**config.mk**
```make
export PLATFORM = sky130hd
export DESIGN_NAME = sr_level_driver_flat
export DESIGN_NICKNAME = d
export VERILOG_FILES = /design/src/rtl/sr_level_driver_if.sv /design/src/rtl/sr_level_driver.sv /design/src/flat_wrapper.sv
export SDC_FILE = /design/constraint.sdc
export NUM_CORES = 1
export LEC_CHECK = 0
export CORE_MARGIN = 8
export CORE_UTILIZATION = 25
export CTS_CLUSTER_SIZE = 28
export DETAILED_ROUTE_END_ITERATION = 10
export GPL_TIMING_DRIVEN = 0
export PLACE_DENSITY = 0.41
export SYNTH_ARGS = -nofsm -noshare
export SYNTH_HDL_FRONTEND = slang
export SYNTH_SLANG_ARGS = --single-unit
```
**constraint.sdc**
```tcl
create_clock -name clk -period 2.3 [get_ports clk]
set_input_delay 0.46 -clock clk [delete_from_list [all_inputs] [get_ports clk]]
set_output_delay 0.46 -clock clk [all_outputs]
set_load 0.02 [all_outputs]
```
**src/rtl/sr_level_driver_if.sv**
```systemverilog
// Command/feedback bundle between a level-command source and sr_level_driver.
// master = command source side, slave = sr_level_driver side.
interface sr_level_driver_if #(
    parameter int unsigned CNT_W = 8
) ();
    logic             cmd_valid;
    logic             cmd_level;
    logic             cmd_ready;
    logic             q_fb;
    logic             err_clr;
    logic             S;
    logic             R;
    logic             busy;
    logic             err;
    logic [CNT_W-1:0] pulse_cnt;

    modport master (
        output cmd_valid, cmd_level, q_fb, err_clr,
        input  cmd_ready, S, R, busy, err, pulse_cnt
    );

    modport slave (
        input  cmd_valid, cmd_level, q_fb, err_clr,
        output cmd_ready, S, R, busy, err, pulse_cnt
    );
endinterface

```
**src/rtl/sr_level_driver.sv**
```systemverilog
// Turns absolute Q-level commands into single S/R toggle pulses for a T-style SR flop,
// buffering commands in a small FIFO and verifying the fed-back Q after each pulse.
module sr_level_driver #(
    parameter int unsigned DEPTH = 4,
    parameter int unsigned CNT_W = 8
) (
    input  logic             clk,
    input  logic             rst,
    sr_level_driver_if.slave bus
);
    localparam int unsigned    PTR_W    = $clog2(DEPTH);
    localparam logic [PTR_W:0] FULL_CNT = (PTR_W + 1)'(DEPTH);

    localparam logic [1:0] ST_IDLE   = 2'd0;
    localparam logic [1:0] ST_CMP    = 2'd1;
    localparam logic [1:0] ST_PULSE  = 2'd2;
    localparam logic [1:0] ST_VERIFY = 2'd3;

    logic [DEPTH-1:0] r_mem;
    logic [PTR_W-1:0] r_wptr;
    logic [PTR_W-1:0] r_rptr;
    logic [PTR_W:0]   r_count;
    logic [1:0]       r_state;
    logic             r_tgt;
    logic             r_s;
    logic             r_r;
    logic             r_err;
    logic [CNT_W-1:0] r_pulse_cnt;

    logic [1:0] w_state_nxt;
    logic       w_full;
    logic       w_empty;
    logic       w_push;
    logic       w_pop;
    logic       w_mismatch;

    assign w_full     = (r_count == FULL_CNT);
    assign w_empty    = (r_count == '0);
    assign w_push     = bus.cmd_valid && !w_full;
    // Pop decision uses only registered state, so a fresh push is seen one cycle later.
    assign w_pop      = (r_state == ST_IDLE) && !w_empty;
    assign w_mismatch = (bus.q_fb != r_tgt);

    always_ff @(posedge clk) begin
        if (w_push) begin
            r_mem[r_wptr] <= bus.cmd_level;
        end
    end

    always_ff @(posedge clk or posedge rst) begin
        if (rst) begin
            r_wptr  <= '0;
            r_rptr  <= '0;
            r_count <= '0;
        end else begin
            if (w_push) begin
                r_wptr <= r_wptr + PTR_W'(1);
            end
            if (w_pop) begin
                r_rptr <= r_rptr + PTR_W'(1);
            end
            case ({w_push, w_pop})
                2'b10:   r_count <= r_count + (PTR_W + 1)'(1);
                2'b01:   r_count <= r_count - (PTR_W + 1)'(1);
                default: r_count <= r_count;
            endcase
        end
    end

    always_comb begin
        w_state_nxt = r_state;
        case (r_state)
            ST_IDLE:   w_state_nxt = w_empty ? ST_IDLE : ST_CMP;
            ST_CMP:    w_state_nxt = w_mismatch ? ST_PULSE : ST_IDLE;
            ST_PULSE:  w_state_nxt = ST_VERIFY;
            ST_VERIFY: w_state_nxt = ST_IDLE;
            default:   w_state_nxt = ST_IDLE;
        endcase
    end

    always_ff @(posedge clk or posedge rst) begin
        if (rst) begin
            r_state     <= ST_IDLE;
            r_tgt       <= 1'b0;
            r_s         <= 1'b0;
            r_r         <= 1'b0;
            r_err       <= 1'b0;
            r_pulse_cnt <= '0;
        end else begin
            r_state <= w_state_nxt;
            if (w_pop) begin
                r_tgt <= r_mem[r_rptr];
            end
            // S/R are complementary when issued, so hold is never commanded.
            r_s <= 1'b0;
            r_r <= 1'b0;
            if (r_state == ST_CMP && w_mismatch) begin
                r_s         <= r_tgt;
                r_r         <= !r_tgt;
                r_pulse_cnt <= r_pulse_cnt + CNT_W'(1);
            end
            if (r_state == ST_VERIFY && w_mismatch) begin
                r_err <= 1'b1;
            end else if (bus.err_clr) begin
                r_err <= 1'b0;
            end
        end
    end

    assign bus.cmd_ready = !w_full;
    assign bus.S         = r_s;
    assign bus.R         = r_r;
    assign bus.busy      = (r_state != ST_IDLE) || !w_empty;
    assign bus.err       = r_err;
    assign bus.pulse_cnt = r_pulse_cnt;
endmodule

```
**src/flat_wrapper.sv**
```systemverilog
// flat-port wrapper written by rule: the top's interface ports become plain ports
module sr_level_driver_flat 
#(
    parameter int unsigned DEPTH = 4,
    parameter int unsigned CNT_W = 8
)
  (clk, rst, bus_cmd_valid, bus_cmd_level, bus_q_fb, bus_err_clr, bus_cmd_ready, bus_S, bus_R, bus_busy, bus_err, bus_pulse_cnt);
  sr_level_driver_if #(.CNT_W(CNT_W)) bus_i ();
  input  logic clk;
  input  logic rst;
  input wire logic [$bits(bus_i.cmd_valid)-1:0] bus_cmd_valid;
  input wire logic [$bits(bus_i.cmd_level)-1:0] bus_cmd_level;
  input wire logic [$bits(bus_i.q_fb)-1:0] bus_q_fb;
  input wire logic [$bits(bus_i.err_clr)-1:0] bus_err_clr;
  output wire logic [$bits(bus_i.cmd_ready)-1:0] bus_cmd_ready;
  output wire logic [$bits(bus_i.S)-1:0] bus_S;
  output wire logic [$bits(bus_i.R)-1:0] bus_R;
  output wire logic [$bits(bus_i.busy)-1:0] bus_busy;
  output wire logic [$bits(bus_i.err)-1:0] bus_err;
  output wire logic [$bits(bus_i.pulse_cnt)-1:0] bus_pulse_cnt;
  assign bus_i.cmd_valid = bus_cmd_valid;
  assign bus_i.cmd_level = bus_cmd_level;
  assign bus_i.q_fb = bus_q_fb;
  assign bus_i.err_clr = bus_err_clr;
  assign bus_cmd_ready = bus_i.cmd_ready;
  assign bus_S = bus_i.S;
  assign bus_R = bus_i.R;
  assign bus_busy = bus_i.busy;
  assign bus_err = bus_i.err;
  assign bus_pulse_cnt = bus_i.pulse_cnt;
  sr_level_driver #(.DEPTH(DEPTH), .CNT_W(CNT_W)) u_core (.clk(clk), .rst(rst), .bus(bus_i));
endmodule
```
==> impl.org <==
** Timing
- Setup repair after global routing missed its margin :: true
- Transition time of the tightest slew-check pin :: 0.8308 ns
- Setup violations, final :: 0
- Worst max-slew margin expressed relative to the limit :: 44.55%
- Fin Clk Skew :: 0.005237 ns
- Of the available clock period, the critical path in the final layout requires 96.61%.
- Worst hold margin :: 0.4762 ns
- Setup ws final :: 0.07808 ns
- The max-slew violation count came to 0.
- Min Tclk post-route :: 2.222 ns
- Aggregate negative setup slack :: 0 ns
- The count of endpoints failing hold in the final timing report came to 0.
- Derived from the worst setup path, the maximum achievable clock frequency is 450.1 MHz.

** Drt
- The final route contains 738 vias.
- Once detail routing completed, the nets flagged for antenna violations numbered 0.
- 1st-iter DRT viols :: 16
- Via count normalized by instance count :: 4.341
- After detailed routing, the average wire length per cell comes to 12.69 um.
- Total Routed Length :: 2157 um
- Detailed-router iteration count before antenna repair :: 4
- DRC violations left :: 0

** Placed design
- GPL Wtd Cong :: 0.6672
- Post-Place Worst Slack :: 0.02585 ns
- Total half-perimeter wirelength after legalization and detailed placement :: 1625 um
- Port Buf Inserts :: 18
- Placed Cells :: 164

** Die
- I/O Pins :: 19
- Floorplan Core Area :: 4414 um^2
- The die covers 7081 um^2.
- Measured along the x axis, the die boundary spans 84.15 um.
- The die is 84.15 um tall.
- Number of core rows :: 24
- Starting Density :: 26.30%

** GRT
- Via count of the first global-routing pass :: 773
- The first global-routing pass estimated 3788 um of wire.
- The initial antenna violation count is 0.
- Overall global routing resource usage :: 6.478%
- Total overflow reported by the global router :: 0
- Maximum number of pins on one net before global-route repair :: 22

** Logic synthesis
- Number of warnings reported in the yosys synthesis log :: 0
- After synthesis the netlist holds a flip-flop and latch count of 25.
- After synthesis, the cell types taking the most area are sky130_fd_sc_hd__dfrtp_1 (45%), sky130_fd_sc_hd__edfxtp_1 (10%), sky130_fd_sc_hd__xnor2_1 (6.8%), sky130_fd_sc_hd__ha_1 (6.5%), sky130_fd_sc_hd__xor2_1 (4.5%).
- The number of nets handed over by synthesis was 107.
- For this run, the register share of the synthesized area comes to 55.60%.
- The synthesized design spends more area on one cell type than any other, namely sky130_fd_sc_hd__dfrtp_1.
- Each instance of the synthesized netlist takes up on average 12.35 um^2.
- Post-synthesis cell area :: 1161 um^2
- Counting every instance in the synthesized netlist gives 94.
- Post-synth cell types :: 25
- Area fraction of the dominant cell type after synthesis :: 45.26%

** Pwr
- Power spread over the standard cell area amounts to 1336 nW/um^2.
- VDD sags by at most 0.0004191 V.
- The design draws 1.967 mW.
- Leak pwr :: 0.6409 nW

** Setup path
- At the worst endpoint, the arrival time is 2.42 ns.
- In this run the worst path has a maximum fanout of 6.
- Number of cells on the worst reg-to-reg path :: 9
- Critical path's largest stage delay :: 0.46 ns
- CP Capture Type :: flop
- Critical-path cell list :: or3b_2 -> buf_2 -> nand2_2 -> ha_2 -> inv_1 -> fa_1 -> xor2_1 -> nor2_1 -> xor2_1
- Nature of the critical path startpoint :: flop
- The slowest stage of the critical path is the sky130_fd_sc_hd__or3b_2 cell.
- Worst setup path category :: flop to flop
- For the worst setup path, the data required time is 2.50 ns.
- In this design, the critical path's most frequently occurring cell is sky130_fd_sc_hd__xor2_1.

** Layout
- N_diodes :: 0
- At the end of the flow, the number of nets in the layout was 132.
- The count of cells in the finished layout, fillers not included, comes to 170.
- Layout area overhead :: 26.83%
- Proportion of layout cells with a drive suffix above 1 :: 11.02%

** Clock tree
- Counting along the longest clock path gives a buffer depth of 2.
- Clock tree from TritonCTS :: yes
- Count of hold buffers inserted by post-cts repair :: 0
- The tree is rooted in a sky130_fd_sc_hd__clkbuf_8.
- Clock-pin slew was measured on the worst setup and hold paths at 0.09 ns.
- At the later pin of the worst-skew pair, clock insertion delay measures 0.27 ns.
- TritonCTS created 3 clock buffers.
- Clock net sink count :: 25
- CTS HTree Levels :: 1

** Worst hold path
- In this run the worst hold path is classified as flop to flop.
- Worst hold path stage count :: 1

** Outcome
- The flow ran to the end, and the final reports show no timing, DRC or antenna violations.

** Run
- Max-cap violations in this run came to 0.
report_power, final:
part	switching, mW	internal (mW)	total (mW)
Sequential	0.169	0.635	0.805
Combinational	0.437	0.464	0.901
Clock	0.138	0.124	0.261
Total	0.743	1.22	1.97
cell usage after synthesis:
cell type and n:
sky130_fd_sc_hd__nand4_1 1, sky130_fd_sc_hd__dfrtp_1 21, sky130_fd_sc_hd__mux2i_1 1, sky130_fd_sc_hd__or4b_1 1
sky130_fd_sc_hd__nor2_1 4, sky130_fd_sc_hd__edfxtp_1 4, sky130_fd_sc_hd__or3_1 1, sky130_fd_sc_hd__nand2b_1 3
sky130_fd_sc_hd__xnor2_1 9, sky130_fd_sc_hd__nor3_1 2, sky130_fd_sc_hd__ha_1 6, sky130_fd_sc_hd__and3_1 5
sky130_fd_sc_hd__nand3_1 4, sky130_fd_sc_hd__and4b_1 1, sky130_fd_sc_hd__mux2_2 3, sky130_fd_sc_hd__mux4_2 1
sky130_fd_sc_hd__or3b_2 1, sky130_fd_sc_hd__xor2_1 6, sky130_fd_sc_hd__buf_2 1, sky130_fd_sc_hd__o21ai_0 2
sky130_fd_sc_hd__inv_1 9, sky130_fd_sc_hd__nor3b_1 2, sky130_fd_sc_hd__nand2_1 4, sky130_fd_sc_hd__nand3b_1 1
sky130_fd_sc_hd__fa_1 1
sequential cells by signal (all words and copies together) (netlist names), named ones only:
signal                flops
u_core.r_rptr             2
u_core.r_mem              4
u_core.bus.pulse_cnt      8
u_core.r_tgt              1
u_core.bus.err            1
u_core.r_wptr             2
u_core.r_state            1
u_core.bus.S              1
u_core.bus.R              1
u_core.r_count            3
cells in the final DEF, fill, tap and decap left out, types with 2 or more instances in the layout:
cell type and count:
sky130_fd_sc_hd__nor2_1 4, sky130_fd_sc_hd__o21ai_0 2, sky130_fd_sc_hd__edfxtp_1 4, sky130_fd_sc_hd__nand2_1 3, sky130_fd_sc_hd__xnor2_1 9, sky130_fd_sc_hd__xor2_1 6
sky130_fd_sc_hd__buf_4 2, sky130_fd_sc_hd__nand3_1 4, sky130_fd_sc_hd__nand2b_1 3, sky130_fd_sc_hd__nor3b_1 2, sky130_fd_sc_hd__mux2_2 3, sky130_fd_sc_hd__clkbuf_8 3
sky130_fd_sc_hd__nor3_1 2, sky130_fd_sc_hd__clkdlybuf4s50_1 16, sky130_fd_sc_hd__ha_1 5, sky130_fd_sc_hd__dfrtp_1 21, sky130_fd_sc_hd__inv_1 9, sky130_fd_sc_hd__and3_1 5
timing repair:
action                                  in CTS  in global routing
buffers inserted                             0                  2
resized for setup                            1                  3
pin swaps                                    0                  0
endpoints found under the setup margin       1                  2
per-stage QoR:
step,area (um^2),util [%]
after floorplan,1161,-
after global placement,1406,31.86
after detailed placement,1406,31.86
after CTS,1450,32.85
after global routing,1473,33.36
final,1473,33.36
final timing paths:
path / from / endpoint / slack [ns]
max: u_core.r_count[1]$_DFFE_PP0P_ / u_core.r_count[2]$_DFFE_PP0P_ / 0.08
min: u_core.bus.pulse_cnt[7]$_DFFE_PP0P_ / u_core.bus.pulse_cnt[7]$_DFFE_PP0P_ / 0.48
max reg2reg: u_core.r_count[1]$_DFFE_PP0P_ / u_core.r_count[2]$_DFFE_PP0P_ / 0.08
min reg2reg: u_core.bus.pulse_cnt[7]$_DFFE_PP0P_ / u_core.bus.pulse_cnt[7]$_DFFE_PP0P_ / 0.48
max in group asynchronous: rst / u_core.bus.R$_DFF_PP0_ / 1.12
min in group asynchronous: rst / u_core.bus.err$_DFFE_PP0P_ / 0.66
critical path: cells and delay by family (launching register included):
| family | cells | cell delay (ns) |
|---|---|---|
| flip-flops | 1 | 0.40 |
| adder cells (fa/ha/maj) | 2 | 0.56 |
| XOR/XNOR | 2 | 0.30 |
| AND/OR/NAND/NOR | 3 | 0.69 |
| buffers and inverters | 2 | 0.21 |
cell type report:
class / count / area (um^2)
multi-input combinational: 59 / 481.7
inverter: 9 / 33.78
clock buffer: 4 / 45.04
tap: 52 / 65.06
sequential: 25 / 645.6
timing repair buffer: 20 / 196.4
buffer: 1 / 5.005
fill: 458 / 2942
logic make-up after synthesis:
| kind of cell | Yosys count | share of synthesized area (%) |
|---|---|---|
| xor gates and xnor gates | 15 | 11.31 |
| muxes | 5 | 5.711 |
| adders and majority gates | 7 | 8.190 |
| DFF | 25 | 55.60 |
| AOI/OAI and AO/OA | 2 | 0.8621 |
| and+or+nand+nor | 30 | 14.98 |
| buffers and inverters | 10 | 3.340 |
layer usage:
metal	global-route usage, %	share of wire [%]	vias to the layer above
met5	0	0	-
met4	3.297	0.79	0
met3	2.512	6.0	2
met2	9.819	45	13
met1	7.781	48	363
li1	-	-	360
(Power assumes the default switching activity.)
